## config.mk

```make
export PLATFORM = sky130hd
export DESIGN_NAME = pipeline_hazard_ctrl
export DESIGN_NICKNAME = d
export VERILOG_FILES = /design/src/rtl/pipeline_hazard_ctrl.sv
export SDC_FILE = /design/constraint.sdc
export NUM_CORES = 1
export LEC_CHECK = 0
export BUFFER_PORTS_ARGS = -buffer_cell sky130_fd_sc_hd__buf_2
export CORE_UTILIZATION = 54
export DETAILED_ROUTE_END_ITERATION = 10
export GPL_TIMING_DRIVEN = 0
export PLACE_DENSITY = 0.79
export SLEW_MARGIN = 20
export SYNTH_ARGS = -nofsm -noshare
export SYNTH_HDL_FRONTEND = slang
export SYNTH_SLANG_ARGS = --single-unit
```

## constraint.sdc

```tcl
create_clock -name clk -period 2.8 [get_ports clk]
set_input_delay 0.56 -clock clk [delete_from_list [all_inputs] [get_ports clk]]
set_output_delay 0.56 -clock clk [all_outputs]
set_load 0.005 [all_outputs]
```

## src/rtl/pipeline_hazard_ctrl.sv

```systemverilog
// Interlock controller for a 5-stage pipeline without forwarding: RAW stalls and multiplier holds.
// Latency: hazard/busy to stall/hold outputs is combinational (same cycle); scoreboard advances each edge.
// Backpressure: pc_en/id_en drop on a hazard or busy multiplier; EX gets a bubble on hazard, EX held and MEM bubbled while busy.
module pipeline_hazard_ctrl #(
    parameter int MUL_LAT   = 2,
    parameter int RF_BYPASS = 0,
    parameter int CNT_W     = 16
) (
    input  logic             clk,
    input  logic             rst,
    input  logic             id_valid,
    input  logic [4:0]       id_a_reg,
    input  logic [4:0]       id_b_reg,
    input  logic             id_uses_a,
    input  logic             id_uses_b,
    input  logic             id_wb_en,
    input  logic [4:0]       id_wb_reg,
    input  logic             id_is_mul,
    output logic             pc_en,
    output logic             id_en,
    output logic             ex_flush,
    output logic             ex_hold,
    output logic             mem_flush,
    output logic [CNT_W-1:0] stall_count
);

    // Scoreboard entries: index 0 = EX, 1 = MEM, 2 = WB
    logic [2:0]      sb_v;
    logic [2:0][4:0] sb_r;
    logic [3:0]      mul_cnt;
    logic [CNT_W-1:0] stall_cnt;

    logic match_a;
    logic match_b;
    logic hazard;
    logic busy;
    logic issue;
    logic stall;

    // Compare ID sources against in-flight destinations; WB is skipped when the RF forwards its write
    always_comb begin
        match_a = 1'b0;
        match_b = 1'b0;
        for (int i = 0; i < 3; i++) begin
            if ((i < 2) || (RF_BYPASS == 0)) begin
                if (sb_v[i] && (sb_r[i] == id_a_reg)) match_a = 1'b1;
                if (sb_v[i] && (sb_r[i] == id_b_reg)) match_b = 1'b1;
            end
        end
        if (id_a_reg == 5'd0) match_a = 1'b0;
        if (id_b_reg == 5'd0) match_b = 1'b0;
    end

    assign hazard = id_valid & ((id_uses_a & match_a) | (id_uses_b & match_b));
    assign busy   = (mul_cnt != 4'd0);
    assign issue  = id_valid & ~hazard & ~busy;
    assign stall  = hazard | busy;

    // Pipeline control outputs; reset forces the pipe frozen with bubbles in EX and MEM
    always_comb begin
        pc_en     = 1'b0;
        id_en     = 1'b0;
        ex_flush  = 1'b1;
        ex_hold   = 1'b0;
        mem_flush = 1'b1;
        if (rst) begin
            pc_en     = ~stall;
            id_en     = ~stall;
            ex_flush  = ~busy & ~issue;
            ex_hold   = busy;
            mem_flush = busy;
        end
    end

    // Scoreboard shift: while the multiplier is busy EX keeps its entry and MEM receives a bubble
    always_ff @(posedge clk or negedge rst) begin
        if (!rst) begin
            sb_v <= '0;
            sb_r <= '0;
        end else if (busy) begin
            sb_v[2] <= sb_v[1];
            sb_r[2] <= sb_r[1];
            sb_v[1] <= 1'b0;
            sb_r[1] <= 5'd0;
        end else begin
            sb_v[2] <= sb_v[1];
            sb_r[2] <= sb_r[1];
            sb_v[1] <= sb_v[0];
            sb_r[1] <= sb_r[0];
            if (issue) begin
                sb_v[0] <= id_wb_en & (id_wb_reg != 5'd0);
                sb_r[0] <= id_wb_reg;
            end else begin
                sb_v[0] <= 1'b0;
                sb_r[0] <= 5'd0;
            end
        end
    end

    // Multiplier hold counter: loaded on a multiply issue, counts down to release EX
    always_ff @(posedge clk or negedge rst) begin
        if (!rst) begin
            mul_cnt <= 4'd0;
        end else if (busy) begin
            mul_cnt <= mul_cnt - 4'd1;
        end else if (issue && id_is_mul && (MUL_LAT > 1)) begin
            mul_cnt <= 4'(MUL_LAT - 1);
        end
    end

    // Saturating count of cycles in which the PC did not advance
    always_ff @(posedge clk or negedge rst) begin
        if (!rst) begin
            stall_cnt <= '0;
        end else if (stall && (stall_cnt != {CNT_W{1'b1}})) begin
            stall_cnt <= stall_cnt + CNT_W'(1);
        end
    end

    assign stall_count = stall_cnt;

endmodule

```

# After elaboration in Yosys (flattened, before gate mapping)
# Index checks and enable logic that the tools add are counted.
[totals]
regBits = 38
inputBits = 22
output_inout_bits = 21
[classes]
add_sub_neg = 2
n_eq_ne = 7
n_mux = 18
n_bitwise = 13
reduce_logical = 13
[ops]
columns = ["op", "count"]
rows = [
  ["5-bit equality test", 6],
  ["16-bit by 1-bit adder with 16-bit output (second input constant)", 1],
  ["16-bit != test (second input constant)", 1],
  ["1-bit two-way mux", 14],
  ["5-bit logical NOT", 2],
  ["5-bit two-way mux", 2],
  ["1-bit logical AND", 8],
  ["4-bit two-way mux", 2],
  ["1-bit AND", 7],
  ["5-bit nonzero test", 1],
  ["1-bit NOT", 4],
  ["4-bit nonzero test", 1],
  ["4-bit by 1-bit subtractor with 4-bit output (second input constant)", 1],
  ["1-bit bitwise OR", 2],
  ["2-bit nonzero test", 1],
]

# Longest topological paths before layout
[depth]
ltp_word = 15
ltp_mapped = 8
mapped_depth_nobuf = 8

# Least setup slack after synthesis
# OpenSTA, ideal clock, no wires.
[synth_path]
path_kind = "input to output"
from = "input port id_b_reg[1]"
to = "output port pc_en"
arrival_time_ns = 2.036
required_ns = 2.240
path_slack_ns = 0.204
path_stages = 7
path_cell_list = "or4_1 o21ai_0 a31oi_2 o21ai_4 buf_4 nor2b_1 buf_4"
[synth_between]
elab_chain_cells = 12
word_cells_on_any_way = 17
cone_classes = "eq/ne (3); mux (5); bitwise (5); reduce/logical (4)"
[synth_lines]
columns = ["item", "line_no", "text"]
rows = [
  ["from (decl)", "13", "input logic [4:0] id_b_reg,"],
  ["5-bit equality test", "47", "if (sb_v[i] && (sb_r[i] == id_b_reg)) match_b = 1'b1;"],
  ["1-bit logical AND", "47", ""],
  ["1-bit two-way mux (3 in series)", "47", ""],
  ["1-bit two-way mux (*)", "51", "if (id_b_reg == 5'd0) match_b = 1'b0;"],
  ["1-bit AND (*)", "54", "assign hazard = id_valid & ((id_uses_a & match_a) | (id_uses_b & match_b));"],
  ["1-bit bitwise OR (*)", "54", ""],
  ["1-bit AND (*)", "54", ""],
  ["1-bit bitwise OR (*)", "57", "assign stall = hazard | busy;"],
  ["1-bit NOT (*)", "n/a", ""],
  ["1-bit two-way mux (*)", "n/a", ""],
  ["to (decl)", "19", "output logic pc_en,"],
]
# Every way passes the cells marked *; elsewhere a longest branch is shown, timed or not.

# Worst setup path in the final report
[layout_path]
from = "register sb_r[4] (netlist bit)"
to = "output port pc_en"
[layout_between]
elab_chain_cells = 12
word_cells_on_any_way = 19
cone_classes = "eq/ne (2); mux (9); bitwise (6); reduce/logical (2)"
[layout_lines]
columns = ["item", "line_no", "text"]
rows = [
  ["from (decl)", "29", "logic [2:0][4:0] sb_r;"],
  ["5-bit equality test (on tied branches)", "46, 47", ""],
  ["1-bit logical AND (on tied branches)", "46, 47", ""],
  ["1-bit two-way mux (on tied branches) (3 in series)", "46, 47", ""],
  ["1-bit two-way mux (on tied branches)", "50, 51", ""],
  ["1-bit AND", "54", ""],
  ["1-bit bitwise OR (*)", "54", ""],
  ["1-bit AND (*)", "54", ""],
  ["1-bit bitwise OR (*)", "57", ""],
  ["1-bit NOT (*)", "67", "pc_en = ~stall;"],
  ["1-bit two-way mux (*)", "66", "if (rst) begin"],
]
# Marks and branches as above.

==> flow_summary.ini <==
[clocking]
cts-buffers-inserted = 5
cts_hold_buffers = 0
clk_latency_ns = 0.29
clockBufferDepth = 2
clkTransAtPathRegs_ns = 0.07
clock-root-buffer = clkbuf_8
cts_sinks = 38
h-tree-depth = 2
cts_tree = yes

[worst_setup_path]
regToRegSetupSlack_ns = 0.24
reg2reg_depth = 9
cp.arrival_ns = 2.14
crit_type = flop to primary output
crit_required_ns = 2.24
regToRegStartpoint = sb_r[4]
startpoint_type = flop
end_kind = primary output
critPathMaxFanout = 4
critical_path.startpoint = sb_r[4]

[min_path]
worstHoldPathType = primary input to asynchronous set/reset pin

[logic_synthesis]
ys_seq_area_share_pct = 46.94
ys_top_cells_by_area = dfrtp_1 47%, xor2_1 16%, nand2_1 3.9%
synth_area_leader_cell = dfrtp_1
synth_area_per_cell_um2 = 10.55
yosys.cell_types.count = 33
syn_nets = 215
netlist_area_um2 = 2026
ys_warn_count = 0
synth_edf_count = 0
netlist.area_leader.share_pct = 46.94
synthCells = 192
synth_async_sr_flop_share_pct = 100.0
ys.flop_type = dfrtp_1
ys_seq_elements = 38

[global_routing]
grt_pass1_wl_um = 7176
grt_pass1_vias = 1575
grt_overflow_total = 0
antenna_found_initial = 0
grt_usage_pct = 23.56
grt_max_degree = 42

[routing]
ant_nets = 0
viasPerCell = 5.433
first_iter_violations = 43
drcViolationCount = 0
via_count = 1581
wl_per_cell_um = 14.40
dr.pass1.iters = 4
route.final.wire_length_um = 4191

[sta]
fin_crit_ns = 2.695
final_max_slew_viol_count = 0
setup_viol = 0
slew_headroom_pct = 44.22
finalClockSkew_ns = 0.004752
max_freq_mhz = 371.0
rsz0062_at_grt = false
fin_crit_sh_pct = 96.26
tightest_slew_ns = 0.8367
hold_viol = 0

[placement]
port-buffer-count = 42
place_inst = 280
dp_hpwl_um = 2963
place_congestion = 0.8251

[die]
die_h_um = 63.25
die_w_um = 63.25
core_um2 = 3468
fp.dieArea_um2 = 4000
io_pins = 43
fp-row-count = 21
initial_utilization_pct = 58.41

[finish]
nFillCells = 267
n_antenna_cell = 0
drive_gt1_share_pct = 28.57
fin_nets = 267
multi_input_area_um2 = 1065
fin_cells = 291
ff_latch_area_um2 = 952.2
area_growth_syn_to_layout_pct = 21.56

[status]
status = complete, no violations

[power_and_ir_drop]
vdd_ir_drop_max_v = 0.0004591
finalPower_w = 0.002081
p_leak_nw = 1.073
p_per_area_nw_per_um2 = 845.1

[run]
cap_violations = 0
[final timing paths]
| path | end |
|---|---|
| max | pc_en |
| min | sb_v[1] |
| max reg2reg | stall_count[15] |
| min reg2reg | sb_v[2] |
| min in group clk | sb_v[2] |
| max in group asynchronous | sb_r[4] |
[what timing repair did]
action                                  4_1_cts  5_1_grt
buffers inserted                              4        0
gates resized for setup                       4        3
pin swaps                                     6        3
cloned                                        0        0
endpoints found under the setup margin        3        4
[metrics by stage]
stage	setup TNS, ns	utilization (%)	setup WS (ns)	hold slack, ns	area (um2)
2_1_floorplan	0	-	0.2037	0.2644	2026
3_3_place_gp	-0.1636	66.13	-0.1375	0.4081	2293
3_5_place_dp	-0.2083	66.13	-0.1444	0.4089	2293
4_1_cts	0	70.60	0.1265	0.3978	2449
5_1_grt	0	71.00	0.002486	0.4385	2462
6_report	0	71.00	0.1048	0.3720	2462
[Yosys cell counts, types with 3 or more instances]
master	count
nor4_1	6
a21oi_1	3
nand2_1	21
nand4_1	3
inv_1	4
xor2_1	36
a2111oi_1	4
or4_1	4
nand3_1	11
nor2_1	4
clkbuf_1	3
o21ai_0	9
a211oi_1	8
xnor2_1	8
dfrtp_1	38
or3_1	3
and2_1	7
[power by group]
group / switching, W / internal (W) / total, W
logic: 0.000355 / 0.000331 / 0.000686
registers: 0.000215 / 0.000731 / 0.000946
clock network: 0.000187 / 0.000262 / 0.000449
[worst max-delay path, stage by stage (launching register included)]
cell and delay [ns]:
dfrtp_2 0.44, xor2_1 0.17, nor4_1 0.28, nand3_1 0.16, a31oi_4 0.30, o21ai_4 0.10
nor2b_1 0.14, buf_4 0.12, buf_2 0.11
[sequential cells by signal, indices dropped and copies added, names as in the netlist]
| signal | cells |
|---|---|
| sb_r | 15 |
| sb_v | 3 |
| stall_count | 16 |
| mul_cnt | 4 |
[cell families after synthesis]
logic type,share of synthesized area [%]
mux,1.668
fa+ha+maj,0.6176
compound gates,12.35
buf+inv,2.285
simple gates,17.11
flops,46.94
xor+xnor,19.02
[per-layer routing]
metal	share of wire, %	GRT usage, %	routed length, um	vias up
li1	-	-	-	788
met1	45	29.32	1893	756
met2	50	39.78	2089	30
met3	3.5	5.797	148	7
met4	1.4	8.239	60	0
met5	0	0	0	-
[final cells by class]
| type | count | share of cell area (%) |
|---|---|---|
| Buffer | 5 | 0.9654 |
| Clock buffer | 5 | 2.795 |
| Multi-Input combinational cell | 144 | 43.24 |
| Clock inverter | 3 | 1.626 |
| Sequential cell | 38 | 38.67 |
| Timing Repair Buffer | 46 | 9.756 |
| Inverter | 4 | 0.6098 |
| Tap cell | 46 | 2.337 |
[cells in the final DEF, fill, tap and decap left out, types with 3 or more instances in the layout]
master and count:
or3_1 3, buf_4 5, nor2_1 4, nand4_1 3, a2111oi_1 4, or4_1 4, a211oi_1 8, o21ai_0 8
dfrtp_1 37, nor4_2 4, inv_1 4, and2_1 7, nor4_1 3, buf_2 43, xnor2_1 8, clkbuf_8 5
xor2_1 36, a21oi_1 3, clkbuf_1 3, nand3_1 11, nand2_1 21
Power figures use the tool's default switching activity.
